**config.mk**
```make
export PLATFORM = sky130hd
export DESIGN_NAME = load_store_unit
export DESIGN_NICKNAME = d
export VERILOG_FILES = /design/src/rtl/load_store_unit.sv
export SDC_FILE = /design/constraint.sdc
export NUM_CORES = 1
export LEC_CHECK = 0
export ABC_CLOCK_PERIOD_IN_PS = 2400
export CAP_MARGIN = 20
export CELL_PAD_IN_SITES_DETAIL_PLACEMENT = 1
export CELL_PAD_IN_SITES_GLOBAL_PLACEMENT = 1
export CORE_MARGIN = 2
export CORE_UTILIZATION = 29
export CTS_BUF_LIST = sky130_fd_sc_hd__clkbuf_8
export CTS_CLUSTER_DIAMETER = 200
export DETAILED_ROUTE_END_ITERATION = 6
export PLACE_DENSITY_LB_ADDON = 0.1
export SYNTH_ARGS = -nofsm -noshare
export SYNTH_HDL_FRONTEND = slang
export SYNTH_SLANG_ARGS = --single-unit
```
**constraint.sdc**
```tcl
create_clock -name clk -period 2.4 [get_ports clk]
set_clock_uncertainty 0.1 [all_clocks]
set_input_delay 0.72 -clock clk [delete_from_list [all_inputs] [get_ports clk]]
set_output_delay 0.72 -clock clk [all_outputs]
set_load 0.05 [all_outputs]
```
**src/rtl/load_store_unit.sv**
```systemverilog
// load_store_unit: memory stage of the pipeline. Accepts EX/MEM operations,
// drives the data memory over a req/ack handshake with an abort timeout,
// aligns and extends load data, and registers the MEM/WB outputs.
module load_store_unit #(
   parameter int TIMEOUT = 16
) (
   input  logic        clk,
   input  logic        rst_n,
   input  logic        in_valid,
   input  logic        in_load,
   input  logic        in_store,
   input  logic [1:0]  in_size,
   input  logic        in_unsigned,
   input  logic [31:0] in_addr,
   input  logic [31:0] in_wdata,
   input  logic [31:0] in_alu_res,
   input  logic [4:0]  in_rd,
   input  logic        in_reg_write,
   output logic        stall,
   output logic        mem_req,
   output logic        mem_we,
   output logic [31:0] mem_addr,
   output logic [31:0] mem_wdata,
   output logic [3:0]  mem_be,
   input  logic        mem_ack,
   input  logic [31:0] mem_rdata,
   output logic        wb_valid,
   output logic [31:0] memory_data,
   output logic [31:0] alu_res,
   output logic [4:0]  wb_rd,
   output logic        wb_reg_write,
   output logic        wb_sel,
   output logic        misalign_err,
   output logic        bus_err
);

   localparam int CW = (TIMEOUT > 2) ? $clog2(TIMEOUT) : 1;
   localparam logic [CW-1:0] CNT_LAST = CW'(TIMEOUT - 1);

   typedef enum logic {IDLE = 1'b0, ACCESS = 1'b1} state_t;

   state_t        state_q, state_d;
   logic [CW-1:0] cnt_q, cnt_d;
   logic          mem_req_q, mem_req_d;
   logic          mem_we_q, mem_we_d;
   logic [31:0]   mem_addr_q, mem_addr_d;
   logic [31:0]   mem_wdata_q, mem_wdata_d;
   logic [3:0]    mem_be_q, mem_be_d;
   logic          op_load_q, op_load_d;
   logic [1:0]    op_size_q, op_size_d;
   logic          op_unsigned_q, op_unsigned_d;
   logic [1:0]    op_lo_q, op_lo_d;
   logic [4:0]    op_rd_q, op_rd_d;
   logic          op_reg_write_q, op_reg_write_d;
   logic          wb_valid_q, wb_valid_d;
   logic [31:0]   memory_data_q, memory_data_d;
   logic [31:0]   alu_res_q, alu_res_d;
   logic [4:0]    wb_rd_q, wb_rd_d;
   logic          wb_reg_write_q, wb_reg_write_d;
   logic          wb_sel_q, wb_sel_d;
   logic          misalign_err_q, misalign_err_d;
   logic          bus_err_q, bus_err_d;

   logic          is_mem;
   logic          aligned;
   logic [3:0]    st_be;
   logic [31:0]   st_wdata;
   logic [7:0]    rd_byte;
   logic [15:0]   rd_half;
   logic [31:0]   load_ext;
   logic          stall_c;

   // Decode the incoming operation: alignment check and store lane placement
   always_comb begin
      is_mem = in_load | in_store;
      case (in_size)
         2'b00:   aligned = 1'b1;
         2'b01:   aligned = ~in_addr[0];
         default: aligned = (in_addr[1:0] == 2'b00);
      endcase
      st_be    = 4'b1111;
      st_wdata = in_wdata;
      if (!in_load) begin
         case (in_size)
            2'b00: begin
               st_be    = 4'b0001 << in_addr[1:0];
               st_wdata = {4{in_wdata[7:0]}};
            end
            2'b01: begin
               st_be    = 4'b0011 << {in_addr[1], 1'b0};
               st_wdata = {2{in_wdata[15:0]}};
            end
            default: ;
         endcase
      end
   end

   // Pick the addressed lane out of the returned word and sign/zero extend it
   always_comb begin
      case (op_lo_q)
         2'd0:    rd_byte = mem_rdata[7:0];
         2'd1:    rd_byte = mem_rdata[15:8];
         2'd2:    rd_byte = mem_rdata[23:16];
         default: rd_byte = mem_rdata[31:24];
      endcase
      rd_half = op_lo_q[1] ? mem_rdata[31:16] : mem_rdata[15:0];
      case (op_size_q)
         2'b00:   load_ext = {{24{~op_unsigned_q & rd_byte[7]}}, rd_byte};
         2'b01:   load_ext = {{16{~op_unsigned_q & rd_half[15]}}, rd_half};
         default: load_ext = mem_rdata;
      endcase
   end

   // Next-state logic: accept, wait for ack or timeout, and fill the MEM/WB slot
   always_comb begin
      state_d        = state_q;
      cnt_d          = cnt_q;
      mem_req_d      = mem_req_q;
      mem_we_d       = mem_we_q;
      mem_addr_d     = mem_addr_q;
      mem_wdata_d    = mem_wdata_q;
      mem_be_d       = mem_be_q;
      op_load_d      = op_load_q;
      op_size_d      = op_size_q;
      op_unsigned_d  = op_unsigned_q;
      op_lo_d        = op_lo_q;
      op_rd_d        = op_rd_q;
      op_reg_write_d = op_reg_write_q;
      memory_data_d  = memory_data_q;
      alu_res_d      = alu_res_q;
      wb_rd_d        = wb_rd_q;
      wb_sel_d       = wb_sel_q;
      wb_valid_d     = 1'b0;
      wb_reg_write_d = 1'b0;
      misalign_err_d = 1'b0;
      bus_err_d      = 1'b0;
      stall_c        = 1'b0;
      case (state_q)
         IDLE: begin
            if (in_valid) begin
               if (!is_mem) begin
                  wb_valid_d     = 1'b1;
                  wb_sel_d       = 1'b1;
                  wb_rd_d        = in_rd;
                  wb_reg_write_d = in_reg_write;
                  alu_res_d      = in_alu_res;
               end else if (!aligned) begin
                  wb_valid_d     = 1'b1;
                  wb_sel_d       = ~in_load;
                  wb_rd_d        = in_rd;
                  misalign_err_d = 1'b1;
               end else begin
                  stall_c        = 1'b1;
                  state_d        = ACCESS;
                  cnt_d          = '0;
                  mem_req_d      = 1'b1;
                  mem_we_d       = ~in_load;
                  mem_addr_d     = {in_addr[31:2], 2'b00};
                  mem_be_d       = st_be;
                  mem_wdata_d    = st_wdata;
                  op_load_d      = in_load;
                  op_size_d      = in_size;
                  op_unsigned_d  = in_unsigned;
                  op_lo_d        = in_addr[1:0];
                  op_rd_d        = in_rd;
                  op_reg_write_d = in_reg_write;
               end
            end
         end
         ACCESS: begin
            if (mem_ack) begin
               state_d        = IDLE;
               mem_req_d      = 1'b0;
               wb_valid_d     = 1'b1;
               wb_rd_d        = op_rd_q;
               wb_sel_d       = ~op_load_q;
               wb_reg_write_d = op_load_q & op_reg_write_q;
               if (op_load_q) begin
                  memory_data_d = load_ext;
               end
            end else if (cnt_q == CNT_LAST) begin
               state_d    = IDLE;
               mem_req_d  = 1'b0;
               wb_valid_d = 1'b1;
               wb_rd_d    = op_rd_q;
               wb_sel_d   = ~op_load_q;
               bus_err_d  = 1'b1;
            end else begin
               stall_c = 1'b1;
               cnt_d   = cnt_q + CW'(1);
            end
         end
         default: state_d = IDLE;
      endcase
   end

   // State and registered outputs, all cleared by the asynchronous reset
   always_ff @(posedge clk or negedge rst_n) begin
      if (!rst_n) begin
         state_q        <= IDLE;
         cnt_q          <= '0;
         mem_req_q      <= 1'b0;
         mem_we_q       <= 1'b0;
         mem_addr_q     <= '0;
         mem_wdata_q    <= '0;
         mem_be_q       <= '0;
         op_load_q      <= 1'b0;
         op_size_q      <= '0;
         op_unsigned_q  <= 1'b0;
         op_lo_q        <= '0;
         op_rd_q        <= '0;
         op_reg_write_q <= 1'b0;
         wb_valid_q     <= 1'b0;
         memory_data_q  <= '0;
         alu_res_q      <= '0;
         wb_rd_q        <= '0;
         wb_reg_write_q <= 1'b0;
         wb_sel_q       <= 1'b0;
         misalign_err_q <= 1'b0;
         bus_err_q      <= 1'b0;
      end else begin
         state_q        <= state_d;
         cnt_q          <= cnt_d;
         mem_req_q      <= mem_req_d;
         mem_we_q       <= mem_we_d;
         mem_addr_q     <= mem_addr_d;
         mem_wdata_q    <= mem_wdata_d;
         mem_be_q       <= mem_be_d;
         op_load_q      <= op_load_d;
         op_size_q      <= op_size_d;
         op_unsigned_q  <= op_unsigned_d;
         op_lo_q        <= op_lo_d;
         op_rd_q        <= op_rd_d;
         op_reg_write_q <= op_reg_write_d;
         wb_valid_q     <= wb_valid_d;
         memory_data_q  <= memory_data_d;
         alu_res_q      <= alu_res_d;
         wb_rd_q        <= wb_rd_d;
         wb_reg_write_q <= wb_reg_write_d;
         wb_sel_q       <= wb_sel_d;
         misalign_err_q <= misalign_err_d;
         bus_err_q      <= bus_err_d;
      end
   end

   assign stall        = stall_c & rst_n;
   assign mem_req      = mem_req_q;
   assign mem_we       = mem_we_q;
   assign mem_addr     = mem_addr_q;
   assign mem_wdata    = mem_wdata_q;
   assign mem_be       = mem_be_q;
   assign wb_valid     = wb_valid_q;
   assign memory_data  = memory_data_q;
   assign alu_res      = alu_res_q;
   assign wb_rd        = wb_rd_q;
   assign wb_reg_write = wb_reg_write_q;
   assign wb_sel       = wb_sel_q;
   assign misalign_err = misalign_err_q;
   assign bus_err      = bus_err_q;

endmodule
```
==> metrics.md, run 1 <==
| Metric | Value |
|---|---|
| Die H | `158 um` |
| Crit-path leading delay family | `simple AND/OR/NAND/NOR gates` |
| Antenna violations before repair | `0` |
| Initial core utilization | `29.4%` |
| Post-DRT Antenna Nets | `0` |
| Grt total ovfl | `0` |
| Nature of the critical path endpoint | `output port` |
| Setup slack after layout | `-332 ps` |
| CTS tree | `built` |
| Synth Flop Type | `dfrtp_1` |
| First-pass GRT wire length | `35.6 mm` |
| Final min period | `2730 ps` |
| RSZ-0062 raised after global routing | `yes` |
| Num rows | `56` |
| Clock sinks | `159` |
| Largest net degree at the start of global routing | `87` |
| Most frequent cells in the layout | `190 x nand2_1, 159 x dfrtp_1, 134 x clkdlybuf4s50_1` |
| Register bit total from synthesis | `159` |
| Fin. Hold Viols | `0` |
| P per Cell Area | `1050 mW/mm2` |
| Crit path largest cell delay | `540 ps` |
| Clk Latency, worst-skew pair | `460 ps` |
| DRT Pass-1 Iters | `4` |
| Hpwl dp | `16.7 mm` |
| Drt total wl | `23.1 mm` |
| Worst Reg-to-Reg Cells | `4` |
| Post-route setup TNS | `-332 ps` |
| Post-synthesis sequential area ratio | `57.8%` |
| Cell Chain, Critical Path | `buf_8 -> o21a_1 -> or4_4 -> nand2_2 -> and2_4 -> buf_12` |
| Max stage delay cell, worst path | `or4_4` |
| Async SR Flop Fraction | `100%` |
| Crit path DAT | `1910 ps` |
| GRT Overall Usage | `18.5%` |
| Maximum resistive drop on vdd | `0.000428 V` |
| Failing checks | `negative setup slack` |
| Clock Tree Buf Depth | `2` |
| DR WL/cell | `17.5 um` |
| Tcrit/Tclk final | `114%` |
| Number of synthesized flops with an enable pin | `0` |
| Layout area overhead | `54.0%` |
| WP buf/inv | `2` |
| Slew margin rel. | `48.6%` |
| Slew of the pin with the lowest slew margin | `771 ps` |
| Req. time, crit path | `1580 ps` |
| Crit Path Max Fanout | `3` |
| Outcome | `finished, violations left` |
| Post-synth top area cell | `dfrtp_1` |
| Core ar. | `0.0234 mm2` |
| Max-cap viol count | `0` |
| Synth top area share | `57.8%` |
| CTS H-tree lvls | `4` |
| CP Depth | `6` |
| Mapped Cells | `679` |
| Critical Path Start Type | `input port` |
| Synth cell types | `48` |
| Die width | `158 um` |
| Mapped Area | `0.00688 mm2` |
| CTS Hold Buffers Added | `0` |
| Share of cells above drive strength 1 | `16.0%` |
| Slew Limit Fails | `0` |
| Via count | `6,172` |
| Clock-pin slew on the worst setup and hold paths | `100 ps` |
| I/O Pins | `288` |
| Vias in the first global route | `6,362` |
| Synthesized area per cell | `10.1 um2` |
| Leakage | `0.00519 uW` |
| Ys Warns | `0` |
| Top cells by area, synth | `dfrtp_1 58%, nand2_1 10%, mux2_2 5.2%` |
| RePlAce Congestion | `0.764` |
| Root Driver | `clkbuf_8` |
| Inserted Clock Buffers | `17` |
| Commonest non-fill, non-tap cell in the layout | `nand2_1` |
| Nets | `1,129` |
| HP Class | `in -> async` |
| Via density | `4.69` |
| Fmax | `366 MHz` |
| Final setup violation count | `1` |
| CP Class | `in -> out` |
| Iter 0 DRT Violations | `298` |
| Number of diodes | `0` |
| Residual DRC count | `0` |
| Hold Slack | `212 ps` |
| Buffers on Ports | `285` |
| DIE AREA | `0.0250 mm2` |
## path summary, 6_finish.rpt
| path | startpoint | endpoint | slack [ps] |
|---|---|---|---|
| worst min-delay path | rst_n | memory_data[8] | 210 |
| worst min register to register | mem_wdata[7] | mem_wdata[7] | 370 |
| min in group clk | mem_wdata[7] | mem_wdata[7] | 370 |
| worst max-delay path | in_addr[0] | stall | -330 |
| worst max register to register | state_q | mem_wdata[15] | 390 |
| max in group asynchronous | rst_n | cnt_q[2] | 1490 |
## per-layer routing
layer  track usage [%]  part of all wire (%)  wire length [um]  vias to the layer above
li1                  -                     -                 -                     2944
met1              25.0                    46             10600                     3042
met2              29.0                    46             10600                      174
met3              6.10                   7.3              1690                       12
met4              4.12                  0.71               163                        0
met5                 0                     0                 0                        -
## through the flow
step	area, um2	util (%)	std cells	setup slack [ps]	total power, uW
2_1_floorplan	6900	-	680	-244	7480
3_3_place_gp	10300	44.2	1282	-826	9630
3_5_place_dp	10300	44.2	1282	-842	9700
4_1_cts	10600	45.3	1316	-336	11300
5_1_grt	10600	45.3	1317	-388	11800
6_report	10600	45.3	1317	-332	11200
## state kept, by name, indices dropped and copies added, names as in the netlist, 2 cells and up
register	count
cnt_q	4
mem_wdata	32
op_size_q	2
op_rd_q	5
mem_be	4
op_lo_q	2
wb_rd	5
alu_res	32
mem_addr	30
memory_data	32
## repair_timing
item,in CTS,in global routing
endpoints found under the hold margin,0,0
setup buffers,2,1
endpoints found under the setup margin,148,1
pin swaps,3,3
resized for setup,131,2
## report_power, final
group	leakage, uW	total (uW)	switching, uW	internal (uW)
combinational	0.00307	5340	3740	1600
sequential	0.00193	3870	427	3440
clock	0.000190	1970	1190	774
## kinds of logic (layout without fill, tap and decap cells)
family | count (synthesis) | count (layout) | synth area share, %
mux | 49 | 49 | 7.89
fa+ha+maj | 1 | 1 | 0.182
flops | 159 | 159 | 57.8
simple gates | 315 | 315 | 19.7
xor+xnor | 1 | 1 | 0.127
other cells | 1 | 2 | 0.0545
buf+inv | 47 | 365 | 3.16
compound gates | 106 | 106 | 11.1
## synth_stat cells (4+ instances only)
master / count
mux2i_1: 16
a22o_1: 9
buf_2: 15
dfrtp_1: 159
a211o_1: 16
and3_1: 18
a221oi_1: 8
nand3_1: 38
o21ai_0: 5
nand2_1: 191
o22a_1: 11
nand2b_1: 4
a21oi_1: 23
o21a_1: 7
clkbuf_1: 25
nor3_1: 5
a31oi_1: 12
nor2b_1: 4
nor2_1: 43
a22oi_1: 6
mux2_2: 32
## layout make-up
cell class              instances  area [um2]
clock buffers                  17         234
multi-input cells             474        2720
clock inverters                15         145
well taps                     319         399
repair buffers                331        3120
flip-flops and latches        159        3980
inverters                       2        7.51
fillers                      2665       12800
Note: power is estimated with default switching activity, not from simulation.
==> run 2, diff against run 1 <==
Settings changed: ABC_CLOCK_PERIOD_IN_PS 2400 to 3450, CORE_UTILIZATION 29 to 35.
Clock period 2.4 ns to 3.45 ns, I/O delays scaled along.
==> run 2 against run 1 <==
  * The run now ends clean
  * Combinational power down 26%
  * Final cell count fell by 5.5%
  * Cell area fell by 0.60%
  * Clock-buffer cell count increased by 1
  * Worst setup slack improved by 410 ps
  * Clock power down 22%
==> metrics.md, run 2 (synthesized netlist as in run 1, its figures left out) <==
| Metric | Value |
|---|---|
| Share of cells above drive strength 1 | `10.9% (-5.1 points)` |
| Via count | `6,179 (+0.11%)` |
| HP Class | `reg -> reg` |
| Post-DRT Antenna Nets | `0 (unchanged)` |
| Most frequent cells in the layout | `276 x clkdlybuf4s50_1, 190 x nand2_1, 159 x dfrtp_1` |
| Slew Limit Fails | `0 (unchanged)` |
| Clk Latency, worst-skew pair | `440 ps (-20 ps)` |
| Leakage | `0.00481 uW (-7.4%)` |
| Final min period | `3380 ps` |
| Hpwl dp | `16.6 mm (-0.63%)` |
| DIE AREA | `0.0208 mm2 (-17%)` |
| Slew margin rel. | `38.5% (-10 points)` |
| P per Cell Area | `781 mW/mm2 (-26%)` |
| Place WS | `-516 ps (+326 ps)` |
| DRT Pass-1 Iters | `4 (unchanged)` |
| Crit path largest cell delay | `540 ps (about the same)` |
| Die H | `144 um (-8.7%)` |
| NetSw | `3650 uW (-32%)` |
| RSZ-0062 raised after global routing | `no` |
| RePlAce Congestion | `0.844 (+10%)` |
| Core ar. | `0.0194 mm2 (-17%)` |
| First-pass GRT wire length | `36.0 mm (+0.97%)` |
| Sequential share of power | `33.2% (-1.4 points)` |
| Commonest non-fill, non-tap cell in the layout | `clkdlybuf4s50_1` |
| Clock sinks | `159 (unchanged)` |
| Clock Tree Buf Depth | `2 (unchanged)` |
| Combinational Power Share | `48.0% (+0.2 points)` |
| Net Sw Frac | `44.4% (-3.5 points)` |
| Nets | `1,111 (-1.6%)` |
| Fin. Hold Viols | `0 (unchanged)` |
| Layout area overhead | `53.1%` |
| Internal power | `4570 uW (-21%)` |
| WP buf/inv | `2 (unchanged)` |
| Inserted Clock Buffers | `17 (unchanged)` |
| Initial core utilization | `35.5% (+6.1 points)` |
| CTS H-tree lvls | `4 (unchanged)` |
| Via density | `4.96 (+5.9%)` |
| Drt total wl | `22.8 mm (-1.1%)` |
| Slew of the pin with the lowest slew margin | `922 ps (+151 ps)` |
| Die width | `144 um (-8.7%)` |
| Crit Path Max Fanout | `3 (unchanged)` |
| Cell Chain, Critical Path | `buf_2 -> o21a_1 -> or4_4 -> nand2_2 -> and2_4 -> buf_12` |
| I/O Pins | `288 (unchanged)` |
| Buffers on Ports | `285 (unchanged)` |
| Final setup violation count | `0 (-1)` |
| Crit path DAT | `2240 ps (+330 ps)` |
| Critical Path Start Type | `input port` |
| Clock power frac | `18.7% (+1.1 points)` |
| Residual DRC count | `0 (unchanged)` |
| Root Driver | `clkbuf_8` |
| Overall power | `8230 uW (-26%)` |
| DR WL/cell | `18.3 um (+4.6%)` |
| Req. time, crit path | `2310 ps (+730 ps)` |
| Outcome | `finished clean` |
| Vias in the first global route | `6,726 (+5.7%)` |
| CTS Hold Buffers Added | `0 (unchanged)` |
| Fmax | `296 MHz` |
| Crit-path leading delay family | `simple AND/OR/NAND/NOR gates` |
| Tcrit/Tclk final | `97.9%` |
| Max-cap viol count | `0 (unchanged)` |
| Grt total ovfl | `0 (unchanged)` |
| CTS tree | `built` |
| Iter 0 DRT Violations | `280 (-6.0%)` |
| Max stage delay cell, worst path | `or4_4` |
| Num rows | `51 (-8.9%)` |
| Setup slack after layout | `73.5 ps (+406 ps)` |
| Clock-pin slew on the worst setup and hold paths | `80 ps (-20 ps)` |
| Maximum resistive drop on vdd | `0.000338 V (-21%)` |
| CP Class | `in -> out` |
| Largest net degree at the start of global routing | `72 (-17%)` |
| Antenna violations before repair | `1 (+1)` |
| Nature of the critical path endpoint | `output port` |
| GRT Overall Usage | `22.3% (+3.8 points)` |
## run 2: cell count changes in the layout (fill, tap and decap cells not counted), sizes merged
cell	previous run	this run
buf	86	31
bufinv	0	4
clkbuf	17	21
clkdlybuf4s15	1	0
clkdlybuf4s50	134	276
clkinv	4	2
clkinvlp	2	5
diode	0	1
dlygate4sd2	110	3
inv	11	4
## run 2: worst paths after layout
kind / cells past startpoint / slack, ps / start / end
max in group asynchronous: 3 / 1480 / rst_n / memory_data[6]
min in group asynchronous: 2 / 520 / rst_n / alu_res[14]
max reg2reg: 4 / 1250 / op_lo_q[1] / memory_data[11]
min: 2 / 380 / mem_wdata[4] / mem_wdata[4]
min reg2reg: 2 / 380 / mem_wdata[4] / mem_wdata[4]
max: 6 / 70 / in_addr[0] / stall
## run 2: per-layer routing
| metal | track usage [%] | routed length (um) |
|---|---|---|
| met1 | 27.3 | 9430 |
| met2 | 38.1 | 11400 |
| met3 | 7.05 | 1760 |
| met4 | 6.23 | 274 |
| met5 | 0 | 0 |
## run 2: final cells by class
| type | instances | area (um2) |
|---|---|---|
| antenna | 1 | 2.50 |
| multi-input combinational | 474 | 2720 |
| inverter | 2 | 7.51 |
| fill | 2154 | 8860 |
| clock inverter | 13 | 188 |
| clock buffer | 18 | 248 |
| timing repair buffer | 313 | 3060 |
| tap | 265 | 332 |
| sequential | 159 | 3980 |
## run 2: repair_timing
item                       in CTS  in global routing
gates cloned                    0                  0
setup buffers                   2                  0
setup endpoints to repair       1                  1
resized for setup              17                  6
pin swaps                       4                  3
## run 2: tightest hold or removal path: stages, from the launching register on
cell     delay (ps)
dfrtp_1         350
nand2_1          50
nand2_1          50
## run 2: metrics by stage
stage	utilization (%)	hold WS, ps	TNS, ps	area, um2	std cells
finish	54.3	378	0	10500	1245
global route	54.3	390	0	10500	1245
detailed placement	52.0	362	-516	10100	1211
CTS	54.4	385	0	10600	1244
global placement	52.0	358	-502	10100	1211
floorplan	-	346	0	6890	680
## run 2: power by group through the flow
| stage | sequential (uW) | clock [uW] | combinational (uW) |
|---|---|---|---|
| detailed placement | 2770 | 0 | 3970 |
| finish | 2740 | 1540 | 3950 |
| CTS | 2740 | 1580 | 3990 |
| global route | 2810 | 1660 | 4170 |
| global placement | 2730 | 0 | 3900 |
| floorplan | 4450 | 0 | 751 |
